File: config.mk
export PLATFORM = sky130hd
export DESIGN_NAME = sat_counter
export DESIGN_NICKNAME = d
export VERILOG_FILES = /design/src/rtl/sat_counter.sv
export SDC_FILE = /design/constraint.sdc
export NUM_CORES = 1
export LEC_CHECK = 0
export CORE_UTILIZATION = 30
export DETAILED_ROUTE_END_ITERATION = 10
export SYNTH_ARGS = -nofsm -noshare
export SYNTH_HDL_FRONTEND = slang
export SYNTH_SLANG_ARGS = --single-unit
File: constraint.sdc
create_clock -name clk -period 1.7 [get_ports clk]
set_input_delay 0.255 -clock clk [delete_from_list [all_inputs] [get_ports clk]]
set_output_delay 0.255 -clock clk [all_outputs]
set_load 0.01 [all_outputs]
File: src/rtl/sat_counter.sv
// sat_counter: counter that sticks at all-ones instead of wrapping
module sat_counter #(
   parameter int CNT_W = 8
) (
   input  logic             clk,
   input  logic             rst_n,
   input  logic             inc,
   output logic [CNT_W-1:0] cnt
);
   always_ff @(posedge clk or negedge rst_n)
      if (!rst_n) cnt <= '0;
      else if (inc && cnt != '1) cnt <= cnt + CNT_W'(1);
endmodule

==> reports/metrics.yaml, run 1 <==
status: "complete, no violations"
critical_path_class: "flip-flop to output port"
place_congestion: 0.754
holdBufCountCts: 0
drc: 0
core_area_sq_um: 1190
synth.cell_area_sq_um: 408
power_switching_mw: 0.351
synth_compound_area_frac: 0.212
wire_per_inst_um: 13.5
cp.required_ns: 1.44
fin_crit_sh: 0.925
cp_slowest_cell: "clkdlybuf4s50_1"
routed_wl_um: 821
dpl-instance-area_sq_um: 526
grt.total_usage: 0.150
async_flop_share: 1.00
synth_area_leaders: "dfrtp_1 49%, a41oi_1 4.3%, a311oi_2 3.7%, mux2_4 3.7%, a31oi_1 3.1%"
met2_length_um: 390
worst_slew_pin_slew_ns: 0.362
slowest_delay_ns: 0.60
timing.fmax_ghz: 0.636
worstSetupStartpointType: "flip-flop"
die_area_sq_um: 1510
synth-xor-area-share: 0.0429
clockBufferDepth: 2
endpoint_kind: "output port"
ys_warn_count: 0
ys_seq_area_frac: 0.491
highest_layer: "met3"
postCtsSetupRepairBufs: 0
synthMuxAreaShare: 0.0644
synthToLayoutAreaGrowth_pct: 34.4
largest_register: "cnt"
p_clk_frac: 0.158
hold_viol: 0
worstPathCellList: "clkdlybuf4s50_1"
peakVddDrop_uv: 587
vias: 337
r2r_setup_slack_ns: 0.17
drtIter0Drc: 22
start_util: 0.344
antennaDiodeCount: 0
synth.most_common_cell: "dfrtp_1"
worstReg2RegEnd: "cnt[1]$_DFFE_PN0P_"
hpwl_um: 604
design_area_sq_um: 548
holdWs_ns: 0.276
hp-class: "input port to asynchronous set/reset pin"
drive_gt1_frac: 0.191
ant_nets: 0
syn_inst: 34
synth_top_family_by_area: "compound AO/OA/AOI/OAI gates"
ff2ff_path_depth: 4
numCtsBuffers: 3
vias_per_cell: 5.52
synthTopCellsByCount: "8 x dfrtp_1, 2 x a21oi_1, 2 x a31oi_1, 2 x a41oi_1, 2 x nand3_1"
seqPwrFrac: 0.416
worstPathMaxFanout: 7
worstPathArrival_ns: 1.32
drt-met1-wl_um: 365
cp_top_family: "buffers and inverters"
p_comb_frac: 0.427
largest_reg_flops: 8
fp.dieW_um: 38.9
layout_min_cycle_time_ns: 1.57
cap_violations: 0
cts-root-buf: "clkbuf_4"
r2r-start: "cnt[0]$_DFFE_PN0P_"
ctsResizeCount: 0
top_regs: "cnt (8)"
clock_skew_ns: 0.00107
drt_pass1_iterations: 4
setup_viol: 0
synthSimpleGateAreaFrac: 0.150
p_int_mw: 0.589
ys.flop_type: "dfrtp_1"
synth_cell_type_count: 23
wl_met3_um: 65
grt_max_degree: 9
insertion_delay_ns: 0.25
synth_fa_ha_area_frac: 0.0307
finish.utilization: 0.462
slew_violations: 0
yosysTopAreaCell: "dfrtp_1"
pin_count: 11
clk_pin_slew_worst_paths_ns: 0.06
die_h_um: 38.9
synth-edff-count: 0
layout.nets: 53
h-tree-depth: 1
grt_pass1_wl_mm: 1.48
port_buffers: 10
synth_nets: 38
grt_pass1_vias: 313
rsz0062_at_grt: "false"
rows: 12
cts_sinks: 8
swShare: 0.374
p_leak_nw: 0.219
antenna_found_initial: 0
cts_tree: "done"
gr-total-overflow: 0
synth_top_area_frac: 0.491
cellPowerDensity_nw_per_um2: 1720
relSlewSlack: 0.758
ys_ff_latch: 8
avgSynthCellArea_sq_um: 12.0
cp.buffers_inverters: 1
fin_tns_setup_ns: 0
how the worst max path moves through the flow:
stage                       start                  to  slack, ns  cells after the start
2_1_floorplan  cnt[0]$_DFFE_PN0P_  cnt[1]$_DFFE_PN0P_       0.26                      4
3_3_place_gp                  inc  cnt[5]$_DFFE_PN0P_        0.1                      4
3_5_place_dp                  inc  cnt[5]$_DFFE_PN0P_       0.06                      4
4_1_cts        cnt[6]$_DFFE_PN0P_              cnt[6]       0.13                      1
5_1_grt        cnt[0]$_DFFE_PN0P_  cnt[1]$_DFFE_PN0P_       0.05                      4
6_report       cnt[2]$_DFFE_PN0P_              cnt[2]       0.13                      1
final cells by class:
type                       instances  area, sq um
fill                             109          638
multi-input combinational         25          204
sequential                         8          200
timing repair buffer              10          100
clock buffer                       3         22.5
tap                               14         17.5
inverter                           1         3.75
logic make-up (layout without fill, tap and decap cells):
kind of cell | after synthesis | count (layout)
muxes | 2 | 2
xor gates and xnor gates | 2 | 2
AOI/OAI and AO/OA | 11 | 11
adders and majority gates | 1 | 1
and+or+nand+nor | 9 | 9
DFF | 8 | 8
buffers and inverters | 1 | 14
power by group through the flow:
stage / Combinational (mW) / Sequential [mW] / Clock (mW)
final: 0.401 / 0.391 / 0.148
after global routing: 0.439 / 0.410 / 0.163
after detailed placement: 0.404 / 0.392 / 0
after floorplan: 0.173 / 0.409 / 0
after CTS: 0.407 / 0.387 / 0.154
after global placement: 0.395 / 0.381 / 0
cell usage in the layout (no fill, tap or decap), types with 2 or more instances in the layout:
| cell | Yosys | layout |
|---|---|---|
| clkdlybuf4s50_1 | 0 | 10 |
| a41oi_1 | 2 | 2 |
| a21oi_1 | 2 | 2 |
| a31oi_1 | 2 | 2 |
| dfrtp_1 | 8 | 8 |
| nand3_1 | 2 | 2 |
| clkbuf_4 | 0 | 3 |
stage by stage:
stage / std cells / power (mW) / worst slack, ns
after global routing: 61 / 1.01 / 0.0504
after floorplan: 34 / 0.582 / 0.263
final: 61 / 0.940 / 0.127
after detailed placement: 58 / 0.795 / 0.0616
after CTS: 61 / 0.947 / 0.129
after global placement: 58 / 0.775 / 0.0962
routing by layer:
layer / track usage / vias up
met5: 0 / -
met4: 0.0517 / 0
met3: 0.0520 / 0
met2: 0.208 / 14
met1: 0.214 / 162
li1: - / 161
Power figures use the tool's default switching activity.
==> run 2: changes to the inputs <==
--- a/config.mk
+++ b/config.mk
@@ -7,6 +7,7 @@
 export LEC_CHECK = 0
 export CORE_UTILIZATION = 30
 export DETAILED_ROUTE_END_ITERATION = 10
+export SETUP_SLACK_MARGIN = 0.4
 export SYNTH_ARGS = -nofsm -noshare
 export SYNTH_HDL_FRONTEND = slang
 export SYNTH_SLANG_ARGS = --single-unit
==> run 2 against run 1 <==
Final cell count is 15% higher. Final area grew 14%. Clock power about the same. Total power is 8.5% higher. Setup slack improved by 0.27 ns. Die area is the same. Clock-buffer cell count did not move. Sequential power is essentially flat. Critical path type is now flip-flop to flip-flop. Largest cell class unchanged.
==> reports/metrics.yaml, run 2 (same netlist as run 1, synthesis figures left out) <==
die_h_um: 38.9  # unchanged
place_congestion: 0.747  # -0.90%
peakVddDrop_uv: 589  # +0.39%
cp.required_ns: 1.83  # +0.39 ns
die_area_sq_um: 1510  # unchanged
core_area_sq_um: 1190  # unchanged
drtIter0Drc: 9  # -59%
finish.utilization: 0.528  # +0.0665
regArea_sq_um: 206  # +3.1%
drt-met1-wl_um: 406  # +11%
drive_gt1_frac: 0.446  # +0.255
grt.total_usage: 0.159  # +0.00854
seqPwrFrac: 0.382  # -0.034
grt_pass1_wl_mm: 1.57  # +6.1%
hp-class: "input port to asynchronous set/reset pin"
critical_path_class: "flip-flop to flip-flop"
cts-root-buf: "clkbuf_4"
rows: 12  # unchanged
relSlewSlack: 0.765  # +0.00738
p_comb_frac: 0.473  # +0.046
highest_layer: "met4"
slew_violations: 0  # unchanged
drc: 0  # unchanged
cts_tree: "done"
fp.dieW_um: 38.9  # unchanged
cts_sinks: 8  # unchanged
largest_register: "cnt"
drt_pass1_iterations: 4  # unchanged
p_leak_nw: 0.290  # +33%
start_util: 0.344  # unchanged
vias: 392  # +16%
clock_skew_ns: 0.00481  # +0.00373 ns
slowest_delay_ns: 0.40  # -0.20 ns
worstPathCellList: "ha_4 > nand4_1 > o21ai_2 > mux2_1"
port_buffers: 10  # unchanged
met2_length_um: 505  # +29%
ant_nets: 0  # unchanged
clockBufferDepth: 2  # unchanged
fin_tns_setup_ns: 0  # unchanged
timing.fmax_ghz: 0.769  # +21%
dpl-instance-area_sq_um: 528  # +0.48%
cp.buffers_inverters: 0  # -1
vias_per_cell: 5.60  # +1.4%
worstPathMaxFanout: 4  # -3
wl_met3_um: 60  # -7.7%
cap_violations: 0  # unchanged
insertion_delay_ns: 0.25  # about the same
rsz0062_at_grt: "true"
wire_per_inst_um: 14.2  # +5.5%
design_area_sq_um: 627  # +14%
routed_wl_um: 994  # +21%
p_clk_frac: 0.144  # -0.014
clk_pin_slew_worst_paths_ns: 0.06  # about the same
h-tree-depth: 1  # unchanged
p_int_mw: 0.632  # +7.4%
multi_input_area_sq_um: 216  # +6.1%
endpoint_kind: "flip-flop"
setup_viol: 0  # unchanged
cp_top_family: "flip-flops"
swShare: 0.380  # +0.00653
layout.nets: 62  # +17%
grt_max_degree: 9  # unchanged
status: "complete, no violations"
final_common_cell: "buf_4"
numCtsBuffers: 3  # unchanged
layout_min_cycle_time_ns: 1.30  # -0.273 ns
gr-total-overflow: 0  # unchanged
worst_slew_pin_slew_ns: 0.351  # -0.0110 ns
final_cell_mix: "8 x buf_4, 7 x dlygate4sd2_1, 5 x dfrtp_2"
cp_slowest_cell: "dfrtp_1"
cellPowerDensity_nw_per_um2: 1630  # -5.1%
worstSetupStartpointType: "flip-flop"
pin_count: 11  # unchanged
largest_reg_flops: 8  # unchanged
synthToLayoutAreaGrowth_pct: 53.7
grt_pass1_vias: 348  # +11%
top_regs: "cnt (8)"
fin_crit_sh: 0.765  # -0.161
hold_viol: 0  # unchanged
antenna_found_initial: 0  # unchanged
worstPathArrival_ns: 1.43  # +0.11 ns
fill_cells: 102  # -6.4%
holdWs_ns: 0.274  # -0.00234 ns
holdBufCountCts: 0  # unchanged
power_switching_mw: 0.388  # +10%
antennaDiodeCount: 0  # unchanged
==> run 2: power by group through the flow <==
stage / Combinational [mW] / Sequential, mW / Clock (mW)
floorplan: 0.176 / 0.410 / 0
global route: 0.541 / 0.409 / 0.156
global placement: 0.398 / 0.381 / 0
CTS: 0.422 / 0.372 / 0.148
finish: 0.483 / 0.390 / 0.147
detailed placement: 0.411 / 0.391 / 0
==> run 2: area by class of cell <==
type / instances / area share
Tap cell: 14 / 0.0279
Clock buffer: 3 / 0.0359
Inverter: 1 / 0.00599
Multi-Input combinational cell: 25 / 0.345
Timing Repair Buffer: 19 / 0.255
Sequential cell: 8 / 0.329
==> run 2: final timing paths <==
kind	endpoint	cells past startpoint	slack, ns	from
worst min-delay path	cnt[4]$_DFFE_PN0P_	1	0.27	rst_n
min in group clk	cnt[2]$_DFFE_PN0P_	3	0.53	inc
max in group asynchronous	cnt[1]$_DFFE_PN0P_	1	1.14	rst_n
worst max register to register	cnt[1]$_DFFE_PN0P_	4	0.40	cnt[0]$_DFFE_PN0P_
worst max-delay path	cnt[1]$_DFFE_PN0P_	4	0.40	cnt[0]$_DFFE_PN0P_
worst min register to register	cnt[4]$_DFFE_PN0P_	2	0.56	cnt[4]$_DFFE_PN0P_
==> run 2: per-stage QoR <==
step,power [mW],cells,worst slack [ns]
2_1_floorplan,0.586,34,0.271
3_3_place_gp,0.780,58,0.0935
3_5_place_dp,0.803,58,0.0825
4_1_cts,0.942,64,0.211
5_1_grt,1.11,70,0.336
6_report,1.02,70,0.400
==> run 2: worst reg2reg max path, delay by kind of cell, from the launching register on <==
kind	cells	cell delay (ns)
adders and majority gates	1	0.17
muxes	1	0.33
AOI/OAI and AO/OA	1	0.17
DFF	1	0.40
and+or+nand+nor	1	0.12
==> run 2: metal layers <==
metal / GRT usage / up-vias
met4: 0.0862 / 0
met3: 0.0520 / 2
li1: - / 182
met2: 0.250 / 20
met1: 0.188 / 188
met5: 0 / -
==> run 2: what timing repair did <==
| action | CTS | global route |
|---|---|---|
| buffers inserted | 3 | 6 |
| resized for setup | 12 | 6 |
| setup endpoints to repair | 11 | 6 |
| pin swaps | 1 | 4 |
==> run 3: changes to the inputs <==
==> constraint.sdc (replaced) <==
create_clock -name clk -period 1.2 [get_ports clk]
set_input_delay 0.18 -clock clk [delete_from_list [all_inputs] [get_ports clk]]
set_output_delay 0.18 -clock clk [all_outputs]
set_load 0.01 [all_outputs]
==> run 3 against run 2 <==
The run now ends with negative setup slack left. Register-to-register slack got worse by 0.49 ns. Via count rose by 7.4%. Core utilization rose by 7.9 points. First-iteration DRC count rose by 120%. Clock-buffer cell count did not move. Fmax rose by 0.71%. Combinational power rose by 120%. Routed wire length rose by 23%. Sequential power rose by 26%. Non-clock buffer count rose by 11. Total power rose by 70%. Worst hold slack got worse by 0.061 ns. Critical endpoint unchanged.
==> reports/metrics.yaml, run 3 (same netlist as run 1, synthesis figures left out) <==
status: "finished with violations"
violations: "negative setup slack"
synthToLayoutAreaGrowth_pct: 76.7
worst_slew_pin_slew_ns: 0.383  # +0.0321 ns
cts_sinks: 8  # unchanged
cts_tree: "done"
ant_nets: 0  # unchanged
largest_register: "cnt"
layout.nets: 73  # +18%
final_common_cell: "buf_4"
antenna_found_initial: 0  # unchanged
timing.fmax_ghz: 0.774  # +0.71%
top_regs: "cnt (8)"
worstPathArrival_ns: 1.43  # about the same
fp.dieW_um: 38.9  # unchanged
cp_slowest_cell: "dfrtp_1"
drt_pass1_iterations: 5  # +1
relSlewSlack: 0.744  # -0.0215
vias_per_cell: 5.20  # -7.2%
setup_ws_ns: -0.0912  # -0.491 ns
routed_wl_mm: 1.22  # +23%
layout.cells.non_filler: 81  # +16%
start_util: 0.344  # unchanged
vias: 421  # +7.4%
die_area_sq_um: 1510  # unchanged
cts-root-buf: "clkbuf_4"
slowest_delay_ns: 0.35  # -0.05 ns
pin_count: 11  # unchanged
final_cell_mix: "17 x buf_4, 7 x dfrtp_1, 6 x buf_2"
die_h_um: 38.9  # unchanged
cp.required_ns: 1.33  # -0.50 ns
clockBufferDepth: 2  # unchanged
insertion_delay_ns: 0.25  # about the same
port_buffers: 10  # unchanged
holdWs_ns: 0.213  # -0.0608 ns
fin_crit_sh: 1.08  # +0.311
core_area_sq_um: 1190  # unchanged
cellPowerDensity_nw_per_um2: 2410  # +48%
worstSetupStartpointType: "flip-flop"
hpwl_um: 707
slew_violations: 0  # unchanged
place_congestion: 0.759  # +1.6%
grt.total_usage: 0.177  # +0.0183
cap_violations: 0  # unchanged
grt_pass1_vias: 387  # +11%
p_leak_nw: 0.338  # +16%
critical_path_class: "flip-flop to flip-flop"
setup_viol: 5  # +5
worstPathCellList: "ha_2 > nand4_1 > o21ai_2 > mux2_4"
drc: 0  # unchanged
rows: 12  # unchanged
finish.utilization: 0.608  # +0.0791
dp.cells: 70  # +21%
clock_skew_ns: 0.000438  # -0.00437 ns
peakVddDrop_uv: 1310  # +120%
wire_per_inst_um: 15.0  # +5.9%
layout_min_cycle_time_ns: 1.29  # -0.00913 ns
h-tree-depth: 1  # unchanged
worstPathMaxFanout: 2  # -2
finalPower_mw: 1.74  # +70%
hold_viol: 0  # unchanged
gr-total-overflow: 0  # unchanged
numCtsBuffers: 3  # unchanged
rsz0062_at_grt: "true"
largest_reg_flops: 8  # unchanged
grt_pass1_wl_mm: 1.73  # +10%
hp-class: "input port to asynchronous set/reset pin"
r2r_setup_slack_ns: -0.09  # -0.49 ns
endpoint_kind: "flip-flop"
antennaDiodeCount: 0  # unchanged
clk_pin_slew_worst_paths_ns: 0.05  # about the same
grt_max_degree: 9  # unchanged
drive_gt1_frac: 0.657  # +0.210
drtIter0Drc: 20  # +11
## run 3: through the flow
step / instance area (sq um) / setup TNS (ns) / worst slack (ns)
CTS: 676 / -0.275 / -0.0993
global route: 721 / -0.673 / -0.159
global placement: 618 / -1.25 / -0.238
finish: 721 / -0.282 / -0.0912
detailed placement: 618 / -1.48 / -0.268
floorplan: 410 / -0.268 / -0.229
## run 3: routing by layer
layer  wire length [um]  track usage
met5                  0            0
met2                647        0.267
met1                519        0.233
met4                  0       0.0776
met3                 50       0.0520
## run 3: report_power, final
part           total [mW]  internal (mW)  switching [mW]
registers           0.493          0.386           0.107
clock network       0.205          0.114          0.0904
logic                1.04          0.592           0.447
total                1.74           1.09           0.644
## run 3: worst paths after layout
| check | from | to | depth (start not counted) |
|---|---|---|---|
| max | cnt[0]$_DFFE_PN0P_ | cnt[1]$_DFFE_PN0P_ | 4 |
| min | rst_n | cnt[4]$_DFFE_PN0P_ | 1 |
| max reg2reg | cnt[0]$_DFFE_PN0P_ | cnt[1]$_DFFE_PN0P_ | 4 |
| min reg2reg | cnt[4]$_DFFE_PN0P_ | cnt[4]$_DFFE_PN0P_ | 2 |
| max in group asynchronous | rst_n | cnt[2]$_DFFE_PN0P_ | 1 |
| min in group clk | cnt[4]$_DFFE_PN0P_ | cnt[4]$_DFFE_PN0P_ | 2 |
## run 3: worst max-delay path, delay by kind of cell, from the launching register on
family | cells | cell delay, ns
flip-flops | 1 | 0.35
AO/OA/AOI/OAI | 1 | 0.19
adder cells (fa/ha/maj) | 1 | 0.18
AND/OR/NAND/NOR | 1 | 0.13
multiplexers | 1 | 0.32
## run 3: what timing repair did
item                       in CTS  in global routing
setup endpoints to repair      16                 16
hold buffers                    0                  0
gates resized for setup        36                  8
pin swaps                       5                  4
buffers inserted                5                  3
gates cloned                    0                  0
## run 3: final cells by class
class / instances / area (sq um)
clock buffers: 3 / 22.5
fillers: 100 / 465
inverters: 1 / 3.75
multi-input cells: 25 / 241
flip-flops and latches: 8 / 201
well taps: 14 / 17.5
repair buffers: 30 / 234
